$ cat src/rtl/cpu_pkg.sv
// cpu_pkg: shared CPU definitions used by the memory arbiter.
//   - load/store funct3 encodings (LB..LHU, SB..SW)
//   - mem_arb_state_t: arbiter FSM states
//   - acc_size_t / acc_size(): access width decoded from funct3
//   - MEM_STROBE_W: byte-enable width of the memory port
package cpu_pkg;

    localparam logic [2:0] LB  = 3'b000;
    localparam logic [2:0] LH  = 3'b001;
    localparam logic [2:0] LW  = 3'b010;
    localparam logic [2:0] LBU = 3'b100;
    localparam logic [2:0] LHU = 3'b101;

    localparam logic [2:0] SB  = 3'b000;
    localparam logic [2:0] SH  = 3'b001;
    localparam logic [2:0] SW  = 3'b010;

    localparam int MEM_STROBE_W = 4;

    typedef enum logic [1:0] {
        IDLE  = 2'd0,
        FETCH = 2'd1,
        DATA  = 2'd2,
        MISAL = 2'd3
    } mem_arb_state_t;

    typedef enum logic [1:0] {
        ACC_BYTE = 2'd0,
        ACC_HALF = 2'd1,
        ACC_WORD = 2'd2
    } acc_size_t;

    // Any code that is not a byte or halfword access is handled as a word.
    function automatic acc_size_t acc_size(input logic [2:0] funct3);
        if (funct3 == LB || funct3 == LBU)
            return ACC_BYTE;
        else if (funct3 == LH || funct3 == LHU)
            return ACC_HALF;
        else
            return ACC_WORD;
    endfunction

endpackage

$ cat src/rtl/mem_lane_align.sv
// mem_lane_align: combinational byte-lane steering for a 32-bit word bus.
//   funct3    in  3   access size/sign
//   addr_lo   in  2   byte offset within the word
//   st_data   in  32  LSB-justified store data
//   ld_word   in  32  raw memory word
//   st_strobe out 4   byte enables for a store
//   st_wdata  out 32  store data replicated across lanes
//   ld_data   out 32  selected load lane, sign/zero-extended (funct3[2]=1 -> zero)
//   misalign  out 1   access does not fit its natural alignment
module mem_lane_align
    import cpu_pkg::*;
(
    input  logic [2:0]              funct3,
    input  logic [1:0]              addr_lo,
    input  logic [31:0]             st_data,
    input  logic [31:0]             ld_word,
    output logic [MEM_STROBE_W-1:0] st_strobe,
    output logic [31:0]             st_wdata,
    output logic [31:0]             ld_data,
    output logic                    misalign
);

    logic signed [7:0]  ld_byte;
    logic signed [15:0] ld_half;
    logic               zero_ext;

    assign zero_ext = funct3[2];

    always_comb begin
        case (addr_lo)
            2'd0:    ld_byte = ld_word[7:0];
            2'd1:    ld_byte = ld_word[15:8];
            2'd2:    ld_byte = ld_word[23:16];
            default: ld_byte = ld_word[31:24];
        endcase
        ld_half = addr_lo[1] ? ld_word[31:16] : ld_word[15:0];
    end

    always_comb begin
        st_strobe = 4'b1111;
        st_wdata  = st_data;
        ld_data   = ld_word;
        misalign  = 1'b0;
        case (acc_size(funct3))
            ACC_BYTE: begin
                st_strobe = 4'b0001 << addr_lo;
                st_wdata  = {4{st_data[7:0]}};
                ld_data   = zero_ext ? {24'd0, ld_byte} : {{24{ld_byte[7]}}, ld_byte};
            end
            ACC_HALF: begin
                st_strobe = 4'b0011 << {addr_lo[1], 1'b0};
                st_wdata  = {2{st_data[15:0]}};
                ld_data   = zero_ext ? {16'd0, ld_half} : {{16{ld_half[15]}}, ld_half};
                misalign  = addr_lo[0];
            end
            default: begin
                misalign  = |addr_lo;
            end
        endcase
    end

endmodule

$ cat src/rtl/mem_arbiter.sv
// mem_arbiter: shares one word-wide memory bus between instruction fetch and
// load/store data accesses, one transaction at a time.
//   Parameter TIMEOUT_CYCLES: busy cycles tolerated before a transaction aborts.
//   Fetch side : if_req, if_addr -> if_rdata, if_done
//   Data side  : d_read, d_write, d_funct3, d_addr, d_wdata
//                -> d_rdata, d_done, d_misalign
//   Shared     : timeout (qualifies if_done/d_done)
//   Memory     : m_read, m_write, m_addr, m_wdata, m_strobe <- m_rdata, m_busy
// Optional macro MEM_ARB_ROUND_ROBIN_EN: alternate grants when both requesters
// are pending; otherwise data always has priority over fetch.
module mem_arbiter
    import cpu_pkg::*;
#(
    parameter int TIMEOUT_CYCLES = 255
) (
    input  logic                    clk,
    input  logic                    nRst,
    input  logic                    if_req,
    input  logic [31:0]             if_addr,
    output logic [31:0]             if_rdata,
    output logic                    if_done,
    input  logic                    d_read,
    input  logic                    d_write,
    input  logic [2:0]              d_funct3,
    input  logic [31:0]             d_addr,
    input  logic [31:0]             d_wdata,
    output logic [31:0]             d_rdata,
    output logic                    d_done,
    output logic                    d_misalign,
    output logic                    timeout,
    output logic                    m_read,
    output logic                    m_write,
    output logic [31:0]             m_addr,
    output logic [31:0]             m_wdata,
    output logic [MEM_STROBE_W-1:0] m_strobe,
    input  logic [31:0]             m_rdata,
    input  logic                    m_busy
);

    localparam int CNT_W = $clog2(TIMEOUT_CYCLES + 1);
    localparam logic [CNT_W-1:0] CNT_MAX = CNT_W'(TIMEOUT_CYCLES);

    mem_arb_state_t state;

    logic [2:0]       op_funct3;
    logic [1:0]       op_lo;
    logic [CNT_W-1:0] busy_cnt;
    logic [CNT_W-1:0] busy_cnt_inc;

    logic d_pend;
    logic f_pend;
    logic grant_data;
    logic grant_fetch;

    logic [2:0]              lane_funct3;
    logic [1:0]              lane_lo;
    logic [MEM_STROBE_W-1:0] lane_strobe;
    logic [31:0]             lane_wdata;
    logic [31:0]             lane_ldata;
    logic                    lane_misal;

    logic [31:0] d_word_addr;
    logic [31:0] f_word_addr;

    // A requester in its done cycle is still holding the old request.
    assign d_pend = (d_read | d_write) & ~d_done;
    assign f_pend = if_req & ~if_done;

    assign d_word_addr = d_addr & ~32'd3;
    assign f_word_addr = if_addr & ~32'd3;

    assign busy_cnt_inc = (busy_cnt == CNT_MAX) ? busy_cnt : busy_cnt + CNT_W'(1);

    // One lane aligner serves both directions: in IDLE it looks at the
    // incoming request (strobe, replication, alignment); during a data
    // transaction it looks at the registered access to extend the load.
    assign lane_funct3 = (state == IDLE) ? d_funct3 : op_funct3;
    assign lane_lo     = (state == IDLE) ? d_addr[1:0] : op_lo;

    mem_lane_align u_lane (
        .funct3    (lane_funct3),
        .addr_lo   (lane_lo),
        .st_data   (d_wdata),
        .ld_word   (m_rdata),
        .st_strobe (lane_strobe),
        .st_wdata  (lane_wdata),
        .ld_data   (lane_ldata),
        .misalign  (lane_misal)
    );

`ifdef MEM_ARB_ROUND_ROBIN_EN
    logic last_grant;  // 0 = fetch granted last, 1 = data granted last

    always_comb begin
        grant_data  = d_pend;
        grant_fetch = f_pend & ~d_pend;
        if (d_pend && f_pend) begin
            grant_data  = ~last_grant;
            grant_fetch = last_grant;
        end
    end

    always_ff @(posedge clk or negedge nRst) begin
        if (!nRst) begin
            last_grant <= 1'b0;
        end else if (state == IDLE) begin
            if (grant_data)
                last_grant <= 1'b1;
            else if (grant_fetch)
                last_grant <= 1'b0;
        end
    end
`else
    always_comb begin
        grant_data  = d_pend;
        grant_fetch = f_pend & ~d_pend;
    end
`endif

    always_ff @(posedge clk or negedge nRst) begin
        if (!nRst) begin
            state      <= IDLE;
            m_read     <= 1'b0;
            m_write    <= 1'b0;
            m_addr     <= 32'd0;
            m_wdata    <= 32'd0;
            m_strobe   <= '0;
            op_funct3  <= 3'd0;
            op_lo      <= 2'd0;
            busy_cnt   <= '0;
            if_rdata   <= 32'd0;
            if_done    <= 1'b0;
            d_rdata    <= 32'd0;
            d_done     <= 1'b0;
            d_misalign <= 1'b0;
            timeout    <= 1'b0;
        end else begin
            if_done    <= 1'b0;
            d_done     <= 1'b0;
            d_misalign <= 1'b0;
            timeout    <= 1'b0;
            case (state)
                IDLE: begin
                    if (grant_data) begin
                        if (lane_misal) begin
                            state      <= MISAL;
                            d_done     <= 1'b1;
                            d_misalign <= 1'b1;
                            d_rdata    <= 32'd0;
                        end else begin
                            // A simultaneous read and write resolves to the write.
                            state     <= DATA;
                            m_read    <= ~d_write;
                            m_write   <= d_write;
                            m_addr    <= d_word_addr;
                            m_wdata   <= d_write ? lane_wdata : 32'd0;
                            m_strobe  <= d_write ? lane_strobe : 4'b1111;
                            op_funct3 <= d_funct3;
                            op_lo     <= d_addr[1:0];
                            busy_cnt  <= '0;
                        end
                    end else if (grant_fetch) begin
                        state    <= FETCH;
                        m_read   <= 1'b1;
                        m_addr   <= f_word_addr;
                        m_wdata  <= 32'd0;
                        m_strobe <= 4'b1111;
                        busy_cnt <= '0;
                    end
                end
                FETCH, DATA: begin
                    if (!m_busy) begin
                        state   <= IDLE;
                        m_read  <= 1'b0;
                        m_write <= 1'b0;
                        if (state == FETCH) begin
                            if_done  <= 1'b1;
                            if_rdata <= m_rdata;
                        end else begin
                            d_done  <= 1'b1;
                            d_rdata <= m_write ? 32'd0 : lane_ldata;
                        end
                    end else if (busy_cnt_inc == CNT_MAX) begin
                        // This busy sample is the last one tolerated: abort.
                        state    <= IDLE;
                        m_read   <= 1'b0;
                        m_write  <= 1'b0;
                        busy_cnt <= busy_cnt_inc;
                        timeout  <= 1'b1;
                        if (state == FETCH) begin
                            if_done  <= 1'b1;
                            if_rdata <= 32'd0;
                        end else begin
                            d_done  <= 1'b1;
                            d_rdata <= 32'd0;
                        end
                    end else begin
                        busy_cnt <= busy_cnt_inc;
                    end
                end
                MISAL: begin
                    state <= IDLE;
                end
                default: begin
                    state <= IDLE;
                end
            endcase
        end
    end

endmodule

$ cat config.mk
export PLATFORM = sky130hd
export DESIGN_NAME = mem_arbiter
export DESIGN_NICKNAME = d
export VERILOG_FILES = /design/src/rtl/cpu_pkg.sv /design/src/rtl/mem_lane_align.sv /design/src/rtl/mem_arbiter.sv
export SDC_FILE = /design/constraint.sdc
export NUM_CORES = 1
export LEC_CHECK = 0
export BUFFER_PORTS_ARGS = -buffer_cell sky130_fd_sc_hd__clkbuf_2
export CAP_MARGIN = 5
export CORE_MARGIN = 2
export CORE_UTILIZATION = 54
export DETAILED_ROUTE_END_ITERATION = 8
export GPL_TIMING_DRIVEN = 0
export PLACE_DENSITY = 0.86
export REMOVE_ABC_BUFFERS = 1
export SYNTH_ARGS = -nofsm -noshare
export SYNTH_HDL_FRONTEND = slang
export SYNTH_SLANG_ARGS = --single-unit
$ cat constraint.sdc
create_clock -name clk -period 3.8 [get_ports clk]
set_input_delay 0.19 -clock clk [delete_from_list [all_inputs] [get_ports clk]]
set_output_delay 0.19 -clock clk [all_outputs]
set_load 0.02 [all_outputs]
After elaboration in Yosys (flattened, before gate mapping)
Index checks and enable logic that the tools add are counted.

operators by class
  add/subtract/negate cells = 1
  equality and inequality tests = 23
  shift operators = 2
  multiplexer cells = 70
  bitwise gates (word level) = 9
  reduce and logical (&&, ||, !) cells = 19

operators with widths
  cell                 count
  $mux 32              20
  $pmux 32 s2          3
  $mux 8               5
  $pmux 8 s3           1
  $mux 1               21
  $eq 8x8->1 const B   2
  $mux 16              1
  $mux 4               4
  $pmux 8 s2           1
  $reduce_and 4->1     4
  $ne 3x3->1 const B   5
  $mux 2               7
  $ne 2x2->1 const B   6
  $add 8x1->8 const B  1
  $pmux 1 s2           4
  $pmux 4 s2           1
  $eq 2x1->1 const B   3
  $eq 2x2->1 const B   3
  $eq 3x3->1 const B   2
  $logic_not 2->1      3
  $pmux 2 s3           1
  $reduce_and 3->1     2
  $reduce_and 6->1     1
  $reduce_bool 2->1    3
  other kinds (12)     20

storage, ports and cells
  register bits after elaboration = 153
  input port bits = 137
  output and inout port bits = 138
  word-level logic and storage cells = 139

Depth between registers and ports, before layout
Gate-level depths: netlist of run 1.

  depth after elaboration = 12
  mapped depth = 11
  depth with buffers taken out = 8

Modules after synthesis
Synthesis of run 1 repeated with hierarchy kept, for this count alone.

second synthesis, totals
  cells, all modules = 873
  area total of the unflattened synthesis = 8214.1 um^2

modules (own cells, without submodules)
  module          instances  cells each  area each (um^2)  sequential area each (um^2)
  mem_arbiter     1          682         6894.1            3778.6
  mem_lane_align  1          191         1320.0            0.0

Worst setup path after synthesis of run 1
Ideal clock, no wire load.

  path kind = reg-to-reg
  start = register busy_cnt[0]
  end = register d_rdata[12]
  library setup time = 0.125 ns
  arrival time = 2.523 ns
  required time = 3.675 ns
  slack = 1.152 ns
  stages on the path, launching flop included = 9
  buffers on the path = 1
  clock period less this slack = 2.648 ns
  cells stage by stage = dfrtp_1 > ha_1 > nand2_2 > or4b_4 > a31oi_4 > o2111ai_4 > o21ai_2 > buf_4 > mux2_2

between the ends
  longest elaborated chain between the ends = 5
  elaborated cells between the ends (all ways) = 7
  those cells by class = add/sub: 1; eq/ne: 4; mux: 1; reduce/logical: 1

ends and longest elaborated chain
  what                                              RTL line            RTL
  start, declared                                   mem_arbiter.sv:47   logic [CNT_W-1:0] busy_cnt;
  start signal, assigned                            mem_arbiter.sv:188  busy_cnt <= busy_cnt_inc;
  start signal, assigned                            mem_arbiter.sv:198  busy_cnt <= busy_cnt_inc;
  $add 8x1->8 / $eq 8x8->1 (equally long branches)  mem_arbiter.sv:72   assign busy_cnt_inc = (busy_cnt == CNT_MAX) ? busy_cnt : busy_cnt + CNT_W'(1);
  $mux 8 (*)                                        mem_arbiter.sv:72
  $eq 8x8->1 (*)                                    mem_arbiter.sv:183  end else if (busy_cnt_inc == CNT_MAX) begin
  $ne 3x3->1 (no source line)                       n/a
  $reduce_and 6->1 (no source line) (*)             n/a
  end signal, assigned                              mem_arbiter.sv:181  d_rdata <= m_write ? 32'd0 : lane_ldata;
  end, declared                                     mem_arbiter.sv:27   output logic [31:0] d_rdata,

Every way passes the cells marked *; elsewhere a longest branch is shown, timed or not.
A chain may end at the register's enable or synchronous reset.

Worst setup path in the final report of run 1
  start = register state[1]
  end = register d_rdata[17]

between the ends
  longest elaborated chain between the ends = 12
  elaborated cells between the ends (all ways) = 37
  those cells by class = eq/ne: 13; mux: 14; reduce/logical: 10

ends and longest elaborated chain
  what                                                  RTL line                                                  RTL
  start, declared                                       mem_arbiter.sv:43                                         mem_arb_state_t state;
  start signal, assigned                                mem_arbiter.sv:122                                        state <= IDLE;
  start signal, assigned                                mem_arbiter.sv:146                                        state <= MISAL;
  start signal, assigned                                mem_arbiter.sv:152                                        state <= DATA;
  $logic_not 2->1                                       mem_arbiter.sv:77, mem_arbiter.sv:78, mem_arbiter.sv:142
  $mux 3                                                mem_arbiter.sv:77                                         assign lane_funct3 = (state == IDLE) ? d_funct3 : op_funct3;
  $eq 3x1->1 / $eq 3x3->1 (equally long branches)       cpu_pkg.sv:37                                             else if (funct3 == LH || funct3 == LHU)
  $logic_or 1x1->1                                      cpu_pkg.sv:37
  $mux 2                                                cpu_pkg.sv:37
  $mux 2                                                cpu_pkg.sv:35                                             if (funct3 == LB || funct3 == LBU)
  $eq 2x1->1 / $logic_not 2->1 (equally long branches)  mem_lane_align.sv:44                                      case (acc_size(funct3))
  $pmux 32 s2                                           mem_lane_align.sv:44
  $mux 32                                               mem_arbiter.sv:181
  $mux 32                                               mem_arbiter.sv:176                                        if (state == FETCH) begin
  $mux 32                                               mem_arbiter.sv:172                                        if (!m_busy) begin
  $pmux 32 s2                                           mem_arbiter.sv:142                                        case (state)

Several ways; a longest one is shown, not always the timed one. The select of a mux whose other input is x is not followed.

==> results of run 1 <==
worst max path at each step:
stage / to / slack (ps) / cells past startpoint
finish: d_rdata[17]$_DFFE_PN0P_ / 370 / 8
global placement: m_addr[11]$_DFFE_PN0P_ / -5610 / 5
floorplan: m_addr[10]$_DFFE_PN0P_ / -3190 / 4
global route: d_rdata[17]$_DFFE_PN0P_ / 180 / 8
CTS: d_rdata[17]$_DFFE_PN0P_ / -40 / 8
detailed placement: d_rdata[17]$_DFFE_PN0P_ / -1060 / 8
layout by cell type (no fill, tap or decap), drive strengths merged, types with 8 or more instances in the layout:
| cell | n |
|---|---|
| o31ai | 25 |
| o21ai | 78 |
| o21a | 8 |
| a21o | 17 |
| buf | 9 |
| mux2 | 25 |
| nor2 | 32 |
| a22o | 33 |
| mux2i | 68 |
| a22oi | 9 |
| a221oi | 8 |
| a21oi | 26 |
| nand2 | 103 |
| inv | 34 |
| dfrtp | 151 |
| clkbuf | 292 |
| o221ai | 8 |
kinds of logic after synthesis:
family                     after synthesis  synth area share, %
muxes                                   93                 12.6
buffers and inverters                   86                 4.91
AOI/OAI and AO/OA                      239                 21.9
adders and majority gates                5                0.818
and+or+nand+nor                        177                 10.3
DFF                                    151                 49.4
other                                    1               0.0490
power groups by stage:
| stage | registers, mW | logic [mW] | clock network, mW |
|---|---|---|---|
| finish | 2.63 | 4.57 | 1.78 |
| global route | 2.70 | 4.94 | 1.87 |
| CTS | 2.61 | 4.54 | 1.79 |
| detailed placement | 2.63 | 4.50 | 0 |
| global placement | 2.60 | 4.21 | 0 |
| floorplan | 3.29 | 2.20 | 0 |
timing repair:
| item | CTS | global route |
|---|---|---|
| hold endpoints to repair | 63 | 0 |
| setup endpoints to repair | 33 | 30 |
| pin swaps | 0 | 0 |
| hold buffers | 3 | 0 |
| cloned | 0 | 0 |
| gates resized for setup | 3 | 3 |
metrics by stage:
| stage | utilization (%) | cell area (um^2) | instances |
|---|---|---|---|
| 3_5_place_dp | 66.6 | 9240 | 1160 |
| 6_report | 71.6 | 9940 | 1194 |
| 5_1_grt | 71.6 | 9940 | 1194 |
| 4_1_cts | 71.4 | 9910 | 1193 |
| 3_3_place_gp | 64.7 | 8980 | 1151 |
| 2_1_floorplan | - | 7400 | 701 |
per-layer routing:
layer | vias up | global-route usage (%) | routed length (um)
met5 | - | 0 | 0
met4 | 0 | 14.5 | 809
met3 | 59 | 7.84 | 1940
met2 | 334 | 49.5 | 11200
met1 | 3406 | 37.2 | 8980
li1 | 3209 | - | -
area by class of cell:
cell class	count	area share, %
multi-input combinational	516	36.1
clock inverter	8	1.47
antenna	1	0.0252
clock buffer	22	4.77
sequential	151	38.0
timing repair buffer	282	16.1
tap	180	2.27
inverter	34	1.28
registers in the layout, summed over array words and instances (netlist names), 2 cells and up:
signal     count
d_rdata       32
if_rdata      32
m_wdata       32
m_addr        30
busy_cnt       8
m_strobe       4
op_funct3      3
op_lo          2
state          2
==> summary.md, run 1 <==
| Metric | Value |
|---|---|
| Status | `completed` |
| Critical path startpoint | `state[1]$_DFFE_PN0P_` |
| Worst r2r src | `state[1]$_DFFE_PN0P_` |
| 1st-pass router iterations | `6` |
| Core ar. | `13900 um^2` |
| Crit path time final | `3430 ps` |
| Slew margin rel. | `12.8%` |
| Total power | `8.97 mW` |
| Slew Limit Fails | `0` |
| Syn avg cell area | `10.2 um^2` |
| Total CTS buffers | `17` |
| Most used flip-flop cell after synthesis | `dfrtp_1` |
| First-pass GRT wire length | `34700 um` |
| P_int | `5.08 mW` |
| Leakage | `4.95 nW` |
| Post-synthesis cell count | `752` |
| Crit share post-route | `90.3%` |
| All-Layer GR Usage | `30.2%` |
| Sequential cell area | `3780 um^2` |
| RSZ-0062 raised after global routing | `no` |
| Top post-synthesis cells by area | `dfrtp_1, mux2i_1, nand2_1` |
| # rows | `43` |
| Average vias per placed instance | `5.87` |
| Fraction of layout cells with a size suffix above 1 | `34.7%` |
| Max Cap Violations | `0` |
| Sequential fraction of design power | `29.3%` |
| Top cells by count, synth | `dfrtp_1, nand2_1, o21ai_0` |
| Peak VDD IR | `0.459 mV` |
| Setup ws final | `369 ps` |
| Worst-path fanout max | `27` |
| H-tree depth | `4` |
| Clock Tree Buf Depth | `2` |
| Switching pwr | `3.89 mW` |
| Die height | `123 um` |
| Initial DRC Count | `712` |
| R2r setup slk | `370 ps` |
| Worst-skew pair later-pin latency | `430 ps` |
| Post-detail-place hpwl | `16200 um` |
| Yosys top cell by area | `dfrtp_1` |
| DRC | `0` |
| Netlist cell types | `61` |
| # fillers | `1008` |
| Io pins | `275` |
| Crit Path Class | `reg -> reg` |
| Fin Setup TNS | `0 ps` |
| Initial core utilization | `55.1%` |
| Vias in the first global route | `6683` |
| Largest stage delay on the critical path | `670 ps` |
| Wire per inst | `19.2 um` |
| Setup Viol. Count Final | `0` |
| Synth Register Bits | `151` |
| Async SR Flop Fraction | `100%` |
| Number of buffers added on ports | `270` |
| Worst Skew | `11.6 ps` |
| Sw Ratio | `43.4%` |
| Initial antenna violation count | `1` |
| Worst-path cell chain | `inv_1 > ha_4 > mux2i_4 > mux2i_1 > a2111o_1 > a221oi_4 > o21ai_0 > mux2i_1` |
| CTS tree | `yes` |
| CP top delay family | `compound AO/OA/AOI/OAI gates` |
| Critical path data arrival time | `3760 ps` |
| Worst EP required | `4130 ps` |
| Synth top area share | `49.4%` |
| Cell mode on critical path | `mux2i_1` |
| Reg2reg end | `d_rdata[17]$_DFFE_PN0P_` |
| Synth warn | `0` |
| Slowest CP cell | `a221oi_4` |
| Gp weighted congestion | `0.850` |
| Hold path start | `m_rdata[1]` |
| Post-synth EDFFs | `0` |
| Register area share after synthesis | `49.4%` |
| Worst hold path type | `in -> reg` |
| Post-Route WL | `22900 um` |
| Fmax | `0.291 GHz` |
| Routed vias | `7008` |
| CTS clk-pin slew, worst paths | `60 ps` |
| Pwr Density | `903 nW/um^2` |
| Fin. Hold Viols | `0` |
| Startpoint Class | `flop` |
| Largest net degree at the start of global routing | `91` |
| Setup Buffers After CTS | `0` |
| Hold Crit Depth | `2` |
| Dpl ws | `-1060 ps` |
| Top-count cell post-synth | `dfrtp_1` |
| Comb pwr share | `50.9%` |
| Clk sinks | `151` |
| Worst Tran Pin Value | `1300 ps` |
| Nature of the critical path endpoint | `flop` |
| Worst reg2reg path depth | `8` |
| Global route overflow | `0` |
| Layout area overhead | `29.9%` |
| Cell Area, Synth | `7650 um^2` |
| Multi-input logic area | `3590 um^2` |
| Die area | `15100 um^2` |
| Final ANT Viol Nets | `0` |
| Nets | `1144` |
| Part of the power in the clock network | `19.8%` |
| Root buf cell | `clkbuf_16` |
| Min Hold Slack | `14.6 ps` |
| Critical path buffers and inverters | `1` |
| Hold Path End | `if_rdata[1]$_DFFE_PN0P_` |
| Die W | `123 um` |
No activity file was read; power rests on OpenSTA's default activity.
==> run 2, diff against run 1 <==
--- a/config.mk
+++ b/config.mk
@@ -5,13 +5,14 @@
 export SDC_FILE = /design/constraint.sdc
 export NUM_CORES = 1
 export LEC_CHECK = 0
+export ABC_AREA = 1
 export BUFFER_PORTS_ARGS = -buffer_cell sky130_fd_sc_hd__clkbuf_2
 export CAP_MARGIN = 5
 export CORE_MARGIN = 2
-export CORE_UTILIZATION = 54
+export CORE_UTILIZATION = 55
 export DETAILED_ROUTE_END_ITERATION = 8
 export GPL_TIMING_DRIVEN = 0
-export PLACE_DENSITY = 0.86
+export PLACE_DENSITY = 0.87
 export REMOVE_ABC_BUFFERS = 1
 export SYNTH_ARGS = -nofsm -noshare
 export SYNTH_HDL_FRONTEND = slang
==> run 2 against run 1 <==
Against the previous run: fmax increased by 1.7%; register-to-register slack improved by 60 ps; utilization decreased by 1.9 points; die area increased by 2.7%; combinational power increased by 13%; cell count increased by 19%; synthesized area increased by 4.7%; first-iteration DRC count decreased by 21%; setup slack improved by 56 ps; total power increased by 6.2%.
==> summary.md, run 2 <==
| Metric | Value |
|---|---|
| Crit Path Class | `reg -> reg (unchanged)` |
| Clk sinks | `151 (unchanged)` |
| Yosys top cell by area | `dfrtp_1 (unchanged)` |
| All-Layer GR Usage | `31.0% (was 30.2%)` |
| Fraction of layout cells with a size suffix above 1 | `28.9% (was 34.7%)` |
| Wire per inst | `16.8 um (was 19.2 um)` |
| Max Cap Violations | `0 (unchanged)` |
| Post-route cell area | `10000 um^2 (was 9940 um^2)` |
| Vias in the first global route | `7577 (was 6683)` |
| DRC | `0 (unchanged)` |
| Most used flip-flop cell after synthesis | `dfrtp_1 (unchanged)` |
| Largest net degree at the start of global routing | `89 (was 91)` |
| Worst hold path type | `in -> reg (unchanged)` |
| Clock Tree Buf Depth | `2 (unchanged)` |
| Worst-path fanout max | `51 (was 27)` |
| CTS tree | `yes (unchanged)` |
| CP top delay family | `simple AND/OR/NAND/NOR gates (was compound AO/OA/AOI/OAI gates)` |
| Crit share post-route | `88.8% (was 90.3%)` |
| Average vias per placed instance | `5.46 (was 5.87)` |
| Setup Viol. Count Final | `0 (unchanged)` |
| Pwr Density | `952 nW/um^2 (was 903 nW/um^2)` |
| 1st-pass router iterations | `5 (was 6)` |
| Peak VDD IR | `0.415 mV (was 0.459 mV)` |
| Commonest non-fill, non-tap cell in the layout | `nand2_1 (was clkbuf_2)` |
| Synth top area share | `47.2% (was 49.4%)` |
| Critical path data arrival time | `3700 ps (was 3760 ps)` |
| Async SR Flop Fraction | `100% (unchanged)` |
| Critical path buffers and inverters | `3 (was 1)` |
| Initial DRC Count | `564 (was 712)` |
| Worst-path cell chain | `inv_1 > ha_1 > bufinv_8 > nand2_4 > nand2_8 > nand3_4 > nand3_2 > nand2_4 > nor2_8 > nor2_4 > buf_12 > nand2_1 > o21ai_0 (was inv_1 > ha_4 > mux2i_4 > mux2i_1 > a2111o_1 > a221oi_4 > o21ai_0 > mux2i_1)` |
| Root buf cell | `clkbuf_16 (unchanged)` |
| Hold Path End | `op_lo[0]$_DFFE_PN0P_ (was if_rdata[1]$_DFFE_PN0P_)` |
| Nets | `1371 (was 1144)` |
| Largest stage delay on the critical path | `620 ps (was 670 ps)` |
| R2r setup slk | `430 ps (was 370 ps)` |
| Dpl cell area | `9360 um^2 (was 9240 um^2)` |
| Top cells by count, synth | `nand2_1, dfrtp_1, o21ai_0 (was dfrtp_1, nand2_1, o21ai_0)` |
| Fin cells | `1426 (was 1194)` |
| Fin. Hold Viols | `0 (unchanged)` |
| Regs by FF count | `d_rdata x32, if_rdata x32, m_wdata x32 (unchanged)` |
| Slowest CP cell | `nor2_4 (was a221oi_4)` |
| Initial antenna violation count | `0 (was 1)` |
| Placed cells | `1392 (was 1160)` |
| Status | `completed (unchanged)` |
| Core Util, Final | `69.7% (was 71.6%)` |
| Synth warn | `0 (unchanged)` |
| Slew Limit Fails | `0 (unchanged)` |
| Leakage | `5.51 nW (was 4.95 nW)` |
| Final ANT Viol Nets | `0 (unchanged)` |
| Layout area overhead | `25.1% (was 29.9%)` |
| Nature of the critical path endpoint | `flop (unchanged)` |
| Worst Skew | `8.69 ps (was 11.6 ps)` |
| Die height | `125 um (was 123 um)` |
| Hold path start | `d_addr[0] (was m_rdata[1])` |
| Worst reg2reg path depth | `13 (was 8)` |
| # rows | `44 (was 43)` |
| Reg2reg end | `m_addr[10]$_DFFE_PN0P_ (was d_rdata[17]$_DFFE_PN0P_)` |
| Post-synthesis cell count | `987 (was 752)` |
| Cell Area, Synth | `8010 um^2 (was 7650 um^2)` |
| Post-detail-place hpwl | `16400 um (was 16200 um)` |
| Total CTS buffers | `17 (unchanged)` |
| Fmax | `0.296 GHz (was 0.291 GHz)` |
| Die W | `125 um (was 123 um)` |
| Gp weighted congestion | `0.887 (was 0.850)` |
| Cell mode on critical path | `nand2_4 (was mux2i_1)` |
| CTS clk-pin slew, worst paths | `60 ps (about the same)` |
| Top-count cell post-synth | `nand2_1 (was dfrtp_1)` |
| Worst EP required | `4130 ps (about the same)` |
| Number of buffers added on ports | `270 (unchanged)` |
| Netlist cell types | `43 (was 61)` |
| Die area | `15500 um^2 (was 15100 um^2)` |
| H-tree depth | `4 (unchanged)` |
| Routed vias | `7790 (was 7008)` |
| Syn avg cell area | `8.11 um^2 (was 10.2 um^2)` |
| ANT cells | `0 (was 1)` |
| Post-synth EDFFs | `0 (unchanged)` |
| Top post-synthesis cells by area | `dfrtp_1, nand2_1, o21ai_0 (was dfrtp_1, mux2i_1, nand2_1)` |
| Crit path time final | `3370 ps (was 3430 ps)` |
| Worst-skew pair later-pin latency | `420 ps (was 430 ps)` |
| First-pass GRT wire length | `38400 um (was 34700 um)` |
| RSZ-0062 raised after global routing | `no (unchanged)` |
| Io pins | `275 (unchanged)` |
| Worst Tran Pin Value | `1090 ps (was 1300 ps)` |
| Slew margin rel. | `27.2% (was 12.8%)` |
| Startpoint Class | `flop (unchanged)` |
| Hold Crit Depth | `3 (was 2)` |
| Min Hold Slack | `25.6 ps (was 14.6 ps)` |
| Initial core utilization | `55.7% (was 55.1%)` |
| Worst r2r src | `state[1]$_DFFE_PN0P_ (unchanged)` |
| Register area share after synthesis | `47.2% (was 49.4%)` |
| Post-Route WL | `24000 um (was 22900 um)` |
| Most frequent cells in the layout | `nand2_1, clkbuf_2, dfrtp_1 (was clkbuf_2, dfrtp_1, nand2_1)` |
| Global route overflow | `0 (unchanged)` |
| Core ar. | `14400 um^2 (was 13900 um^2)` |
| Synth Register Bits | `151 (unchanged)` |
run 2: cell count changes after synthesis, sizes merged, moves of 23 or more:
cell | previous run | this run
a22o | 33 | 0
mux2i | 68 | 31
nand3 | 7 | 68
o21ai | 78 | 156
nand2 | 103 | 286
nor2 | 32 | 90
mux2 | 25 | 2
inv | 34 | 79
run 2: through the flow:
step	TNS [ps]	worst slack [ps]	total power, mW
floorplan	-49720	-764	5.96
global placement	-174740	-1990	7.53
detailed placement	0	167	7.73
CTS	0	155	9.48
global route	0	143	10.2
finish	0	425	9.53
run 2: cells by family (layout without fill, tap and decap cells):
| kind of cell | count (synthesis) | in the layout | synth area share (%) |
|---|---|---|---|
| simple gates | 450 | 450 | 25.0 |
| compound gates | 210 | 210 | 14.4 |
| flops | 151 | 151 | 47.2 |
| buf+inv | 135 | 389 | 8.19 |
| mux | 33 | 33 | 4.16 |
| fa+ha+maj | 5 | 5 | 0.781 |
| xor+xnor | 2 | 2 | 0.219 |
| other cells | 1 | 2 | 0.0468 |
run 2: how the worst max path moves through the flow:
stage,depth (start not counted),end,slack [ps],start
3_3_place_gp,7,m_addr[4]$_DFFE_PN0P_,-1990,d_write
2_1_floorplan,7,m_wdata[2]$_DFFE_PN0P_,-760,d_read
4_1_cts,14,busy_cnt[5]$_DFFE_PN0P_,150,state[0]$_DFFE_PN0P_
5_1_grt,13,m_wdata[15]$_DFFE_PN0P_,140,state[1]$_DFFE_PN0P_
3_5_place_dp,15,d_rdata[3]$_DFFE_PN0P_,170,state[0]$_DFFE_PN0P_
6_report,13,m_addr[10]$_DFFE_PN0P_,430,state[1]$_DFFE_PN0P_
run 2: worst register-to-register path: cells and delay by family (launching register included):
kind | cells | cell delay (ps)
and+or+nand+nor | 8 | 1630
DFF | 1 | 410
AOI/OAI and AO/OA | 1 | 90
buffers and inverters | 3 | 710
adders and majority gates | 1 | 440
run 2: cell type report:
cell class | instances | area (um^2)
clock buffers | 20 | 467
clock inverters | 12 | 139
fillers | 1180 | 4360
inverters | 81 | 322
multi-input cells | 702 | 3610
flip-flops and latches | 151 | 3780
well taps | 184 | 230
repair buffers | 276 | 1470
run 2: per-layer routing:
layer / track usage [%] / up-vias / wire length (um)
li1: - / 3721 / -
met1: 37.2 / 3655 / 9460
met2: 53.9 / 359 / 12100
met3: 7.26 / 55 / 1800
met4: 12.3 / 0 / 680
met5: 0 / - / 0
run 2: power breakdown:
group          switching [mW]  internal (mW)  leakage [nW]
combinational            3.65           1.49          3.26
clock                   0.698           1.03         0.286
sequential              0.380           2.28          1.96
total                    4.73           4.80          5.51
run 2: what timing repair did:
action	CTS	global route
gates resized for setup	0	4
hold endpoints to repair	64	0
hold buffers	2	0
setup buffers	0	0
endpoints found under the setup margin	0	46
==> run 3, diff against run 2 <==
--- a/config.mk
+++ b/config.mk
@@ -9,11 +9,12 @@
 export BUFFER_PORTS_ARGS = -buffer_cell sky130_fd_sc_hd__clkbuf_2
 export CAP_MARGIN = 5
 export CORE_MARGIN = 2
-export CORE_UTILIZATION = 55
+export CORE_UTILIZATION = 51
 export DETAILED_ROUTE_END_ITERATION = 8
 export GPL_TIMING_DRIVEN = 0
-export PLACE_DENSITY = 0.87
+export PLACE_DENSITY = 0.81
 export REMOVE_ABC_BUFFERS = 1
+export SLEW_MARGIN = 10
 export SYNTH_ARGS = -nofsm -noshare
 export SYNTH_HDL_FRONTEND = slang
 export SYNTH_SLANG_ARGS = --single-unit
==> constraint.sdc (replaced) <==
create_clock -name clk -period 3.3 [get_ports clk]
set_input_delay 0.165 -clock clk [delete_from_list [all_inputs] [get_ports clk]]
set_output_delay 0.165 -clock clk [all_outputs]
set_load 0.02 [all_outputs]
==> run 3 against run 2 <==
Against the previous run: global-route usage shrank 1.5 points; first-iteration DRC count is 13% higher; design area up 1.2%; routed wire length grew 2.6%; hold slack worse by 15 ps; critical endpoint is now m_wdata[18]$_DFFE_PN0P_.
==> summary.md, run 3 (synthesis gave the netlist of run 2 again) <==
| Metric | Value |
|---|---|
| Number of buffers added on ports | `270 (unchanged)` |
| Max Cap Violations | `0 (unchanged)` |
| Worst EP required | `3620 ps (was 4130 ps)` |
| Min Hold Slack | `10.6 ps (was 25.6 ps)` |
| Comb pwr share | `54.5% (was 54.0%)` |
| Critical path startpoint | `state[0]$_DFFE_PN0P_ (was state[1]$_DFFE_PN0P_)` |
| Worst Skew | `8.05 ps (was 8.69 ps)` |
| Sw Ratio | `48.9% (was 49.6%)` |
| Worst hold path type | `in -> reg (unchanged)` |
| Crit share post-route | `93.2% (was 88.8%)` |
| First-pass GRT wire length | `38000 um (was 38400 um)` |
| Peak VDD IR | `0.539 mV (was 0.415 mV)` |
| DRC | `0 (unchanged)` |
| Worst r2r src | `state[0]$_DFFE_PN0P_ (was state[1]$_DFFE_PN0P_)` |
| Initial DRC Count | `638 (was 564)` |
| Crit Path Class | `reg -> reg (unchanged)` |
| Crit path time final | `3080 ps (was 3370 ps)` |
| 1st-pass router iterations | `5 (unchanged)` |
| Worst Tran Pin Value | `1090 ps (about the same)` |
| Nets | `1379 (was 1371)` |
| Worst-path fanout max | `49 (was 51)` |
| Fraction of layout cells with a size suffix above 1 | `29.0% (was 28.9%)` |
| Setup Viol. Count Final | `0 (unchanged)` |
| Worst setup endpoint | `m_wdata[18]$_DFFE_PN0P_ (was m_addr[10]$_DFFE_PN0P_)` |
| Die W | `129 um (was 125 um)` |
| Worst reg2reg path depth | `14 (was 13)` |
| Io pins | `275 (unchanged)` |
| Gp weighted congestion | `0.822 (was 0.887)` |
| Slew margin rel. | `27.1% (was 27.2%)` |
| # fillers | `1303 (was 1180)` |
| Die height | `129 um (was 125 um)` |
| H-tree depth | `4 (unchanged)` |
| Clk sinks | `151 (unchanged)` |
| Core ar. | `15300 um^2 (was 14400 um^2)` |
| Core Util, Final | `66.4% (was 69.7%)` |
| Fin. Hold Viols | `0 (unchanged)` |
| Worst-skew pair later-pin latency | `420 ps (about the same)` |
| Sequential fraction of design power | `27.5% (was 27.9%)` |
| Wire per inst | `16.9 um (was 16.8 um)` |
| CTS tree | `yes (unchanged)` |
| Total CTS buffers | `17 (unchanged)` |
| Switching pwr | `5.45 mW (was 4.73 mW)` |
| Post-detail-place hpwl | `16700 um (was 16400 um)` |
| All-Layer GR Usage | `29.5% (was 31.0%)` |
| Final ANT Viol Nets | `0 (unchanged)` |
| CTS clk-pin slew, worst paths | `60 ps (about the same)` |
| Initial antenna violation count | `0 (unchanged)` |
| Average vias per placed instance | `5.37 (was 5.46)` |
| Regs by FF count | `d_rdata x32, if_rdata x32, m_wdata x32 (unchanged)` |
| Routed vias | `7852 (was 7790)` |
| # rows | `45 (was 44)` |
| Slew Limit Fails | `0 (unchanged)` |
| Part of the power in the clock network | `18.0% (was 18.1%)` |
| Die area | `16700 um^2 (was 15500 um^2)` |
| Pwr Density | `1100 nW/um^2 (was 952 nW/um^2)` |
| Largest net degree at the start of global routing | `98 (was 89)` |
| Status | `completed (unchanged)` |
| Initial core utilization | `52.5% (was 55.7%)` |
| R2r setup slk | `220 ps (was 430 ps)` |
| P_int | `5.70 mW (was 4.80 mW)` |
| Fmax | `0.325 GHz (was 0.296 GHz)` |
| Leakage | `5.56 nW (was 5.51 nW)` |
| Global route overflow | `0 (unchanged)` |
| Most frequent cells in the layout | `nand2_1, clkbuf_2, dfrtp_1 (unchanged)` |
| Nature of the critical path endpoint | `flop (unchanged)` |
| Vias in the first global route | `7361 (was 7577)` |
| Startpoint Class | `flop (unchanged)` |
| Layout area overhead | `26.6% (was 25.1%)` |
| Reg2reg end | `m_wdata[18]$_DFFE_PN0P_ (was m_addr[10]$_DFFE_PN0P_)` |
| RSZ-0062 raised after global routing | `no (unchanged)` |
| Clock Tree Buf Depth | `2 (unchanged)` |
| Root buf cell | `clkbuf_16 (unchanged)` |
| Commonest non-fill, non-tap cell in the layout | `nand2_1 (unchanged)` |
| Critical path data arrival time | `3400 ps (was 3700 ps)` |
| Post-Route WL | `24600 um (was 24000 um)` |
run 3: metrics by stage:
step                      std cells  instance area [um^2]  worst slack (ps)  setup TNS (ps)  total power, mW
after floorplan                 934                  7670             -1240          -95850             6.87
after global placement         1415                  9290             -2640         -322060             8.76
after detailed placement       1420                  9430              -383          -21850             8.99
after CTS                      1456                 10100              27.3               0             11.1
after global routing           1460                 10100              10.9               0             11.9
final                          1461                 10100               223               0             11.1
run 3: how the worst min path moves through the flow:
stage,startpoint,endpoint,slack [ps],depth (start not counted)
after floorplan,nRst,busy_cnt[0]$_DFFE_PN0P_,-130,0
after global placement,d_funct3[1],op_funct3[1]$_DFFE_PN0P_,390,3
after detailed placement,nRst,busy_cnt[1]$_DFFE_PN0P_,160,1
after CTS,d_funct3[0],op_funct3[0]$_DFFE_PN0P_,0.6,2
after global routing,d_wdata[1],m_wdata[1]$_DFFE_PN0P_,20,3
final,d_funct3[0],op_funct3[0]$_DFFE_PN0P_,10,2
run 3: what timing repair did:
item,CTS,global route
cloned,1,0
resized for setup,4,2
pin swaps,1,3
endpoints found under the hold margin,57,0
hold buffers,4,0
setup endpoints to repair,80,57
setup buffers,0,4
run 3: final cells by class:
class	count	area, um^2	share of cell area [%]
Antenna cell	1	2.50	0.0247
Timing Repair Buffer	283	1550	15.2
Clock inverter	8	121	1.20
Inverter	81	323	3.18
Multi-Input combinational cell	703	3620	35.8
Tap cell	211	264	2.60
Sequential cell	151	3780	37.3
Clock buffer	23	478	4.71
run 3: worst max-delay path, cell delays in order (launching register included):
cell and delay, ps:
dfrtp_1 410, inv_1 80, ha_2 270, bufinv_8 270, nand2_4 80, nand2_8 300, nand3_4 220, nand3_2 170
nand2_4 90, nor2_8 210, nor2_4 70, buf_16 200, buf_12 170, buf_12 180, o21ai_0 220
run 3: power groups by stage:
| stage | clock (mW) | sequential (mW) | combinational, mW |
|---|---|---|---|
| after floorplan | 0 | 3.87 | 3.00 |
| after global placement | 0 | 3.05 | 5.71 |
| after detailed placement | 0 | 3.07 | 5.92 |
| after CTS | 2.02 | 3.06 | 6.00 |
| after global routing | 2.09 | 3.14 | 6.71 |
| final | 2.01 | 3.06 | 6.07 |
run 3: routing by layer:
layer / vias up / share of wire, % / GRT usage (%)
met2: 366 / 48 / 49.4
met3: 66 / 8.7 / 6.90
met4: 0 / 4.1 / 14.6
met1: 3690 / 39 / 35.8
met5: - / 0 / 0
li1: 3730 / - / -
